$ cat src/rtl/tile_map_store.sv
// Writable COLS x ROWS tile map with ROM scene loader (one row per clock),
// border-protected single-cell write port, registered read port and flat map output.
module tile_map_store #(
    parameter int COLS          = 20,
    parameter int ROWS          = 15,
    parameter int CELL_W        = 3,
    parameter int NUM_SCENES    = 4,
    parameter int DEFAULT_SCENE = 1,
    localparam int XW = (COLS > 1) ? $clog2(COLS) : 1,
    localparam int YW = (ROWS > 1) ? $clog2(ROWS) : 1,
    localparam int SW = (NUM_SCENES > 1) ? $clog2(NUM_SCENES) : 1,
    localparam int N  = COLS * ROWS * CELL_W
) (
    input  logic              clk_i,
    input  logic              rst_ni,
    input  logic              load_req_i,
    input  logic [SW-1:0]     load_scene_i,
    output logic              busy_o,
    output logic              load_done_o,
    input  logic              wr_en_i,
    input  logic [XW-1:0]     wr_x_i,
    input  logic [YW-1:0]     wr_y_i,
    input  logic [CELL_W-1:0] wr_data_i,
    output logic              wr_err_o,
    input  logic [XW-1:0]     rd_x_i,
    input  logic [YW-1:0]     rd_y_i,
    output logic [CELL_W-1:0] rd_data_o,
    output logic [0:N-1]      map_o
);

    typedef enum logic [1:0] {
        AUTO = 2'd0,
        IDLE = 2'd1,
        LOAD = 2'd2
    } state_t;

    localparam logic [CELL_W-1:0] C_NONE = '0;
    localparam logic [CELL_W-1:0] C_LINE = CELL_W'(1);
    localparam logic [CELL_W-1:0] C_TERM = CELL_W'(2);
    localparam logic [YW-1:0]     LAST_ROW = YW'(ROWS - 1);

    state_t              state_q;
    logic [YW-1:0]       row_q;
    logic [SW-1:0]       scene_q;
    logic                busy_q;
    logic                done_q;
    logic                err_q;
    logic [CELL_W-1:0]   rd_data_q;
    logic [CELL_W-1:0]   rd_data_d;
    logic                wr_accept;
    logic [CELL_W-1:0]   cells_q [ROWS][COLS];
    logic [COLS-1:0][CELL_W-1:0] rom_cells;

    // Border cells are never set: the loop only visits interior columns and rows.
    function automatic logic [COLS-1:0][CELL_W-1:0] rom_row(input logic [SW-1:0] scene,
                                                            input logic [YW-1:0] row);
        logic [COLS-1:0][CELL_W-1:0] r;
        int y;
        int s;
        y = int'(row);
        s = int'(scene);
        r = '0;
        for (int x = 1; x < COLS - 1; x++) begin
            if (y >= 1 && y <= ROWS - 2 && s < NUM_SCENES) begin
                case (s)
                    1: begin
                        if ((y == 2 && x >= 3 && x <= 13) ||
                            (x == 3 && y >= 2 && y <= 12) ||
                            (x == 13 && y >= 3 && y <= 10))
                            r[x] = C_LINE;
                        if (x == 13 && y == 11)
                            r[x] = C_TERM;
                    end
                    2: if (((x + y) % 2) == 0) r[x] = C_LINE;
                    3: if (x == y || x == COLS - 1 - y) r[x] = C_TERM;
                    default: r[x] = C_NONE;
                endcase
            end
        end
        return r;
    endfunction

    assign rom_cells = rom_row(scene_q, row_q);

    assign wr_accept = (state_q == IDLE) && wr_en_i &&
                       (int'(wr_x_i) >= 1) && (int'(wr_x_i) <= COLS - 2) &&
                       (int'(wr_y_i) >= 1) && (int'(wr_y_i) <= ROWS - 2);

    always_ff @(posedge clk_i or negedge rst_ni) begin
        if (!rst_ni) begin
            state_q <= AUTO;
            row_q   <= '0;
            scene_q <= '0;
            busy_q  <= 1'b0;
            done_q  <= 1'b0;
            err_q   <= 1'b0;
        end else begin
            done_q <= 1'b0;
            err_q  <= wr_en_i && !wr_accept;
            case (state_q)
                AUTO: begin
                    scene_q <= SW'(DEFAULT_SCENE);
                    row_q   <= '0;
                    busy_q  <= 1'b1;
                    state_q <= LOAD;
                end
                IDLE: begin
                    if (load_req_i) begin
                        scene_q <= load_scene_i;
                        row_q   <= '0;
                        busy_q  <= 1'b1;
                        state_q <= LOAD;
                    end
                end
                LOAD: begin
                    if (row_q == LAST_ROW) begin
                        row_q   <= '0;
                        busy_q  <= 1'b0;
                        done_q  <= 1'b1;
                        state_q <= IDLE;
                    end else begin
                        row_q <= row_q + YW'(1);
                    end
                end
                default: begin
                    busy_q  <= 1'b0;
                    state_q <= IDLE;
                end
            endcase
        end
    end

    // Loading and cell writes are mutually exclusive: writes are only accepted in IDLE.
    always_ff @(posedge clk_i or negedge rst_ni) begin
        if (!rst_ni) begin
            for (int y = 0; y < ROWS; y++)
                for (int x = 0; x < COLS; x++)
                    cells_q[y][x] <= '0;
        end else if (state_q == LOAD) begin
            for (int x = 0; x < COLS; x++)
                cells_q[row_q][x] <= rom_cells[x];
        end else if (wr_accept) begin
            cells_q[wr_y_i][wr_x_i] <= wr_data_i;
        end
    end

    always_comb begin
        rd_data_d = '0;
        if (int'(rd_x_i) < COLS && int'(rd_y_i) < ROWS)
            rd_data_d = cells_q[rd_y_i][rd_x_i];
    end

    always_ff @(posedge clk_i or negedge rst_ni) begin
        if (!rst_ni)
            rd_data_q <= '0;
        else
            rd_data_q <= rd_data_d;
    end

    always_comb begin
        map_o = '0;
        for (int y = 0; y < ROWS; y++)
            for (int x = 0; x < COLS; x++)
                map_o[(x + COLS * y) * CELL_W +: CELL_W] = cells_q[y][x];
    end

    assign busy_o      = busy_q;
    assign load_done_o = done_q;
    assign wr_err_o    = err_q;
    assign rd_data_o   = rd_data_q;

endmodule

$ cat config.mk
export PLATFORM = sky130hd
export DESIGN_NAME = tile_map_store
export DESIGN_NICKNAME = d
export VERILOG_FILES = /design/src/rtl/tile_map_store.sv
export SDC_FILE = /design/constraint.sdc
export NUM_CORES = 2
export LEC_CHECK = 0
export BUFFER_PORTS_ARGS = -buffer_cell sky130_fd_sc_hd__buf_2
export CORE_AREA = 3 3 360 362
export CTS_BUF_LIST = sky130_fd_sc_hd__clkbuf_4 sky130_fd_sc_hd__clkbuf_8
export DETAILED_ROUTE_END_ITERATION = 12
export DIE_AREA = 0 0 363 365
export GPL_TIMING_DRIVEN = 0
export REMOVE_ABC_BUFFERS = 1
export SYNTH_ARGS = -nofsm -noshare
export SYNTH_HDL_FRONTEND = slang
export SYNTH_SLANG_ARGS = --single-unit
$ cat constraint.sdc
create_clock -name clk_i -period 3.7 [get_ports clk_i]
set_input_delay 0.185 -clock clk_i [delete_from_list [all_inputs] [get_ports clk_i]]
set_output_delay 0.185 -clock clk_i [all_outputs]
set_load 0.05 [all_outputs]
== Word level (Yosys, flattened, before mapping) ==
Index checks and enable logic that the tools add are counted.

* Register bits: 914
* Logic and storage cells: 634
* Output and inout port bits: 906

* $add $sub $neg: 20
* Muxes and demuxes: 161
* Reduce and logical (&&, ||, !) cells: 56
* Equal/unequal tests: 43
* Bitwise gates (word level): 27
* Order comparisons: 20

{| class="wikitable"
|+ Operators by type and width
! operator !! count
|-
| $bwmux 900 || 19
|-
| $demux 60 s4 || 21
|-
| $and 900x900->900 || 2
|-
| $mux 900 || 2
|-
| $not 900->900 || 2
|-
| $logic_not 32->1 || 18
|-
| $bmux 60 s4 || 1
|-
| $mux 60 || 4
|-
| $pmux 3 s3 || 7
|-
| $mux 2 || 30
|-
| $mux 57 || 1
|-
| $mux 54 || 1
|-
| $mux 51 || 1
|-
| $eq 5x6->1 const A || 8
|-
| $mux 48 || 1
|-
| $mux 3 || 15
|-
| $mux 45 || 1
|-
| $mux 42 || 1
|-
| $mux 39 || 1
|-
| $mux 36 || 1
|-
| $mux 33 || 1
|-
| $eq 4x4->1 const A || 8
|-
| $mux 30 || 1
|-
| $pmux 2 s3 || 5
|-
| 52 further kinds || 175
|}

== Depth between registers and ports, before layout ==
* Depth after elaboration: 27
* Mapped depth: 12
* Gate-level depth less buffers: 7

== Least setup slack after synthesis ==
OpenSTA, ideal clock, no wires.

* Kind: flip-flop to flip-flop
* Start: register state_q[1]
* End: register cells_q (netlist bit map_o[587])
* Path buffers: 3
* Required time: 3.575 ns
* Path slack: 1.210 ns
* Clock period less this slack: 2.490 ns
* Cell stages (with the launch flop): 8
* Arrival: 2.365 ns
* Cells stage by stage: dfrtp_1 nor2b_1 buf_2 buf_1 clkbuf_1 nor2_1 o21ai_0 mux2_2

* Cells in the longest elaborated chain, start to end: 7
* Elaborated cells between the ends (all ways): 9
* Classes of those cells: 2 x eq/ne; 1 x mux; 6 x reduce/logical

{| class="wikitable"
|+ RTL lines
! item !! line !! RTL
|-
| start: declaration || 42 || <nowiki>state_t state_q;</nowiki>
|-
| start signal: assignment || 91 || <nowiki>state_q <= AUTO;</nowiki>
|-
| start signal: assignment || 105 || <nowiki>state_q <= LOAD;</nowiki>
|-
| start signal: assignment || 112 || <nowiki>state_q <= LOAD;</nowiki>
|-
| $eq 2x1->1 || 85 || <nowiki>assign wr_accept = (state_q == IDLE) && wr_en_i &&</nowiki>
|-
| $logic_and 1x1->1 (2 in series) || 85 ||
|-
| $logic_and 1x1->1 (2 in series) || 86 || <nowiki>(int'(wr_x_i) >= 1) && (int'(wr_x_i) <= COLS - 2) &&</nowiki>
|-
| $logic_and 1x1->1 || 87 || <nowiki>(int'(wr_y_i) >= 1) && (int'(wr_y_i) <= ROWS - 2);</nowiki>
|-
| $reduce_bool 2->1 (no line) || -- ||
|-
| end signal: indexed assignment || 141 || <nowiki>cells_q[row_q][x] <= rom_cells[x];</nowiki>
|-
| end signal: indexed assignment || 143 || <nowiki>cells_q[wr_y_i][wr_x_i] <= wr_data_i;</nowiki>
|-
| end: declaration || 51 || <nowiki>logic [CELL_W-1:0] cells_q [ROWS][COLS];</nowiki>
|}

Parallel ways exist; a longest one is shown, timed or not.
A chain may end at the register's enable or synchronous reset.

== Worst setup path after layout ==
* Start: input rd_y_i[2]
* End: register rd_data_q[2], in the netlist rd_data_o[2]

* Cells in the longest elaborated chain, start to end: 8
* Elaborated cells between the ends (all ways): 10
* Classes of those cells: 1 x order compare; 7 x mux; 1 x bitwise; 1 x reduce/logical

{| class="wikitable"
|+ RTL lines
! item !! line !! RTL
|-
| start: declaration || 26 || <nowiki>input logic [YW-1:0] rd_y_i,</nowiki>
|-
| $not 4->5 (implied by the code) || 150 || <nowiki>rd_data_d = cells_q[rd_y_i][rd_x_i];</nowiki>
|-
| $bmux 60 s4 || 150 ||
|-
| $mux 60 (implied by the code) (2 in series) || 150 ||
|-
| $bmux 3 s5 || 150 ||
|-
| $mux 3 (implied by the code) (2 in series) || 150 ||
|-
| $mux 3 * || 149 || <nowiki>if (int'(rd_x_i) < COLS && int'(rd_y_i) < ROWS)</nowiki>
|-
| net rd_data_d[2] || 49 || <nowiki>logic [CELL_W-1:0] rd_data_d;</nowiki>
|-
| end signal: assignment || 157 || <nowiki>rd_data_q <= rd_data_d;</nowiki>
|-
| end: declaration || 48 || <nowiki>logic [CELL_W-1:0] rd_data_q;</nowiki>
|}

The timed path passes the listed nets; every way through them passes the cells marked *. The select of a mux whose other input is x is not followed.

==> flow_summary.yaml <==
outcome:
  status: "finished, violations left"
  violations: "max-capacitance violations, negative setup slack"
global_routing:
  grt_max_degree: 118
  grt_first_pass_wirelength_um: 352000
  antenna_found_initial: 22
  use_met1_pct: 47.8
  grtUsageMet3_pct: 12.2
  grt_busiest_layer: "met2"
  grt-ovfl-total: 0
  grt_util_met2_pct: 58.7
  grt_pass1_vias: 41300
  grt_usage_pct: 38.4
timing:
  hold_viol: 0
  tightest_slew_ps: 1480
  finalSetupViolCount: 7
  fin_crit_sh_pct: 103
  timing.hold.ws_ps: 162
  fin_skew_ps: 66.1
  finalWorstSetupSlack_ps: -125
  min_period_ps: 3830
  clock.fmax_mhz: 261
  slew_headroom_pct: 0.749
  setup_tns_ps: -276
  maxSlewViolCount: 0
  rsz0062_at_grt: "yes"
die:
  start_util_pct: 35.4
  fp.dieArea_sq_mm: 0.132
  row_count: 131
  die_h_um: 365
  ios: 933
  coreArea_sq_mm: 0.127
  die_w_um: 363
clocking:
  worst_skew_pair.late_latency_ps: 960
  path_clk_slew_ps: 60
  cts.sinks: 913
  cts-root-buf: "clkbuf_8"
  numCtsBuffers: 171
  cts_tree: "done"
  clockBufferDepth: 3
  cts_max_level: 4
routing:
  drt-initial-drc-count: 5946
  ant_nets: 0
  drc: 0
  routed_wl_um: 262000
  dr.pass1.iters: 6
  vias: 43800
  viasPerCell: 6.31
  routedWlPerCell_um: 37.7
synth:
  ys.flop_type: "dfrtp_1"
  synth_edf_count: 0
  synth-seq-cells: 913
  ys_warn_count: 0
  async_reset_ff_share_pct: 100
  synth_area_sq_mm: 0.0450
  synth_seq_area_share_pct: 50.7
  syn_area_per_cell_sq_um: 10.6
  netlist_instances: 4244
  yosys.cell_types.count: 67
critical_path:
  cp-start-kind: "primary input"
  cp_max_fo: 35
  end_kind: "flop"
  crit_type: "primary input to flop"
  worstPathRequired_ps: 4590
  cp.arrival_ps: 4710
final_layout:
  syn_to_final_growth_pct: 26.7
  drive_gt1_share_pct: 33.1
  final_nets: 5154
  nFillCells: 12100
  stdcell_area_sq_mm: 0.0570
pwr:
  pwr_density_cell_mw_per_mm2: 500
  ir_worst_vdd_mv: 0.536
  leakagePower_nw: 27.5
flow_run:
  drv_cap: 1
worst_hold_path:
  min_path_type: "primary input to flop"
placement:
  port_buffers: 932
  gp_congestion: 0.950
  dp_hpwl_um: 193000
  placed_cell_area_sq_mm: 0.0528
==> worst max-delay path: stages <==
cell	delay, ps
buf_4	560
buf_16	310
clkinv_2	490
buf_12	360
nor2_2	610
a22oi_1	250
o211ai_1	300
a21oi_1	310
a32o_1	450
o211ai_1	110
dlygate4sd3_1	570
==> report_power, final <==
group | leakage (nW) | switching, W | internal, W
registers | 12.6 | 0.000407 | 0.0103
clock network | 1.98 | 0.00484 | 0.00613
logic | 12.9 | 0.00530 | 0.00155
==> metal layers <==
metal / routed length (um) / vias up
met3: 29800 / 658
met1: 97900 / 22300
met2: 116000 / 3243
li1: - / 17500
met5: 65 / -
met4: 18100 / 10
==> cells in the final DEF (no fill, tap or decap), types with 92 or more instances in the layout <==
cell type | synthesis | layout
nand2_1 | 569 | 551
buf_2 | 84 | 924
o21ai_0 | 422 | 421
a21oi_1 | 92 | 92
and2_1 | 198 | 196
mux2_2 | 130 | 130
dfrtp_1 | 913 | 912
a32o_1 | 125 | 125
a22o_1 | 112 | 112
nor2_1 | 226 | 186
nand3_1 | 189 | 189
mux4_2 | 144 | 144
mux2i_1 | 158 | 158
clkbuf_8 | 0 | 214
==> cells by family (layout without fill, tap and decap cells) <==
logic type,Yosys count,count (layout),synth area share [%]
simple gates,1323,1324,13.5
mux,432,432,14.0
flops,913,913,50.7
buf+inv,413,1425,4.00
compound gates,1163,1163,17.8
other cells,0,19,0
==> cells in the mapped netlist (43+ instances only) <==
cell / count / share of area [%]
dfrtp_1: 913 / 51
nand2_1: 569 / 4.7
o21ai_0: 422 / 4.7
clkbuf_1: 232 / 1.9
nor2_1: 226 / 1.9
and2_1: 198 / 2.8
nand3_1: 189 / 2.1
mux2i_1: 158 / 3.5
mux4_2: 144 / 7.2
mux2_2: 130 / 3.3
a32o_1: 125 / 2.8
a22o_1: 112 / 2.2
a21oi_1: 92 / 1.0
buf_2: 84 / 0.93
o31ai_1: 63 / 1.1
a22oi_1: 47 / 0.78
a31oi_1: 47 / 0.65
inv_1: 47 / 0.39
o221ai_1: 43 / 0.84
==> sequential cells by signal, summed over array words and instances, names as in the netlist <==
signal / count
scene_q: 2
rd_data_o: 3
map_o: 900
row_q: 4
load_done_o: 1
state_q: 2
wr_err_o: 1
==> repair_timing <==
action | in CTS | in global routing
pin swaps | 2 | 0
setup endpoints to repair | 55 | 41
hold buffers | 30 | 0
gates cloned | 1 | 0
hold endpoints to repair | 490 | 0
gates resized for setup | 10 | 5
setup buffers | 1 | 2
==> stage by stage <==
step / util [%] / power (W) / setup slack (ps) / cells
2_1_floorplan: - / 0.0134 / -5130 / 3880
3_3_place_gp: 39.5 / 0.0160 / -25910 / 6474
3_5_place_dp: 41.6 / 0.0174 / -577 / 6582
4_1_cts: 44.8 / 0.0284 / 46.7 / 6917
5_1_grt: 44.9 / 0.0292 / -0.722 / 6923
6_report: 44.9 / 0.0285 / -125 / 6938
==> area by class of cell <==
type | count | area, sq um | area share (%)
antenna | 19 | 47.5 | 0.0834
clock buffer | 269 | 3360 | 5.89
sequential | 913 | 22800 | 40.1
clock inverter | 34 | 409 | 0.717
multi-input combinational | 2919 | 20800 | 36.5
inverter | 49 | 188 | 0.329
timing repair buffer | 1073 | 7270 | 12.8
tap | 1662 | 2080 | 3.65
==> worst paths after layout <==
check                      startpoint           end  slack (ps)  cells after the start
max in group asynchronous      rst_ni    map_o[801]        1150                      7
hold / removal              wr_x_i[3]    map_o[157]         160                      5
setup / recovery            rd_y_i[2]  rd_data_o[2]        -130                     11
min in group asynchronous      rst_ni    map_o[529]         370                      4
hold reg to reg            map_o[616]    map_o[616]         500                      2
setup reg to reg           state_q[0]    map_o[221]         -30                      7
Power figures use the tool's default switching activity.
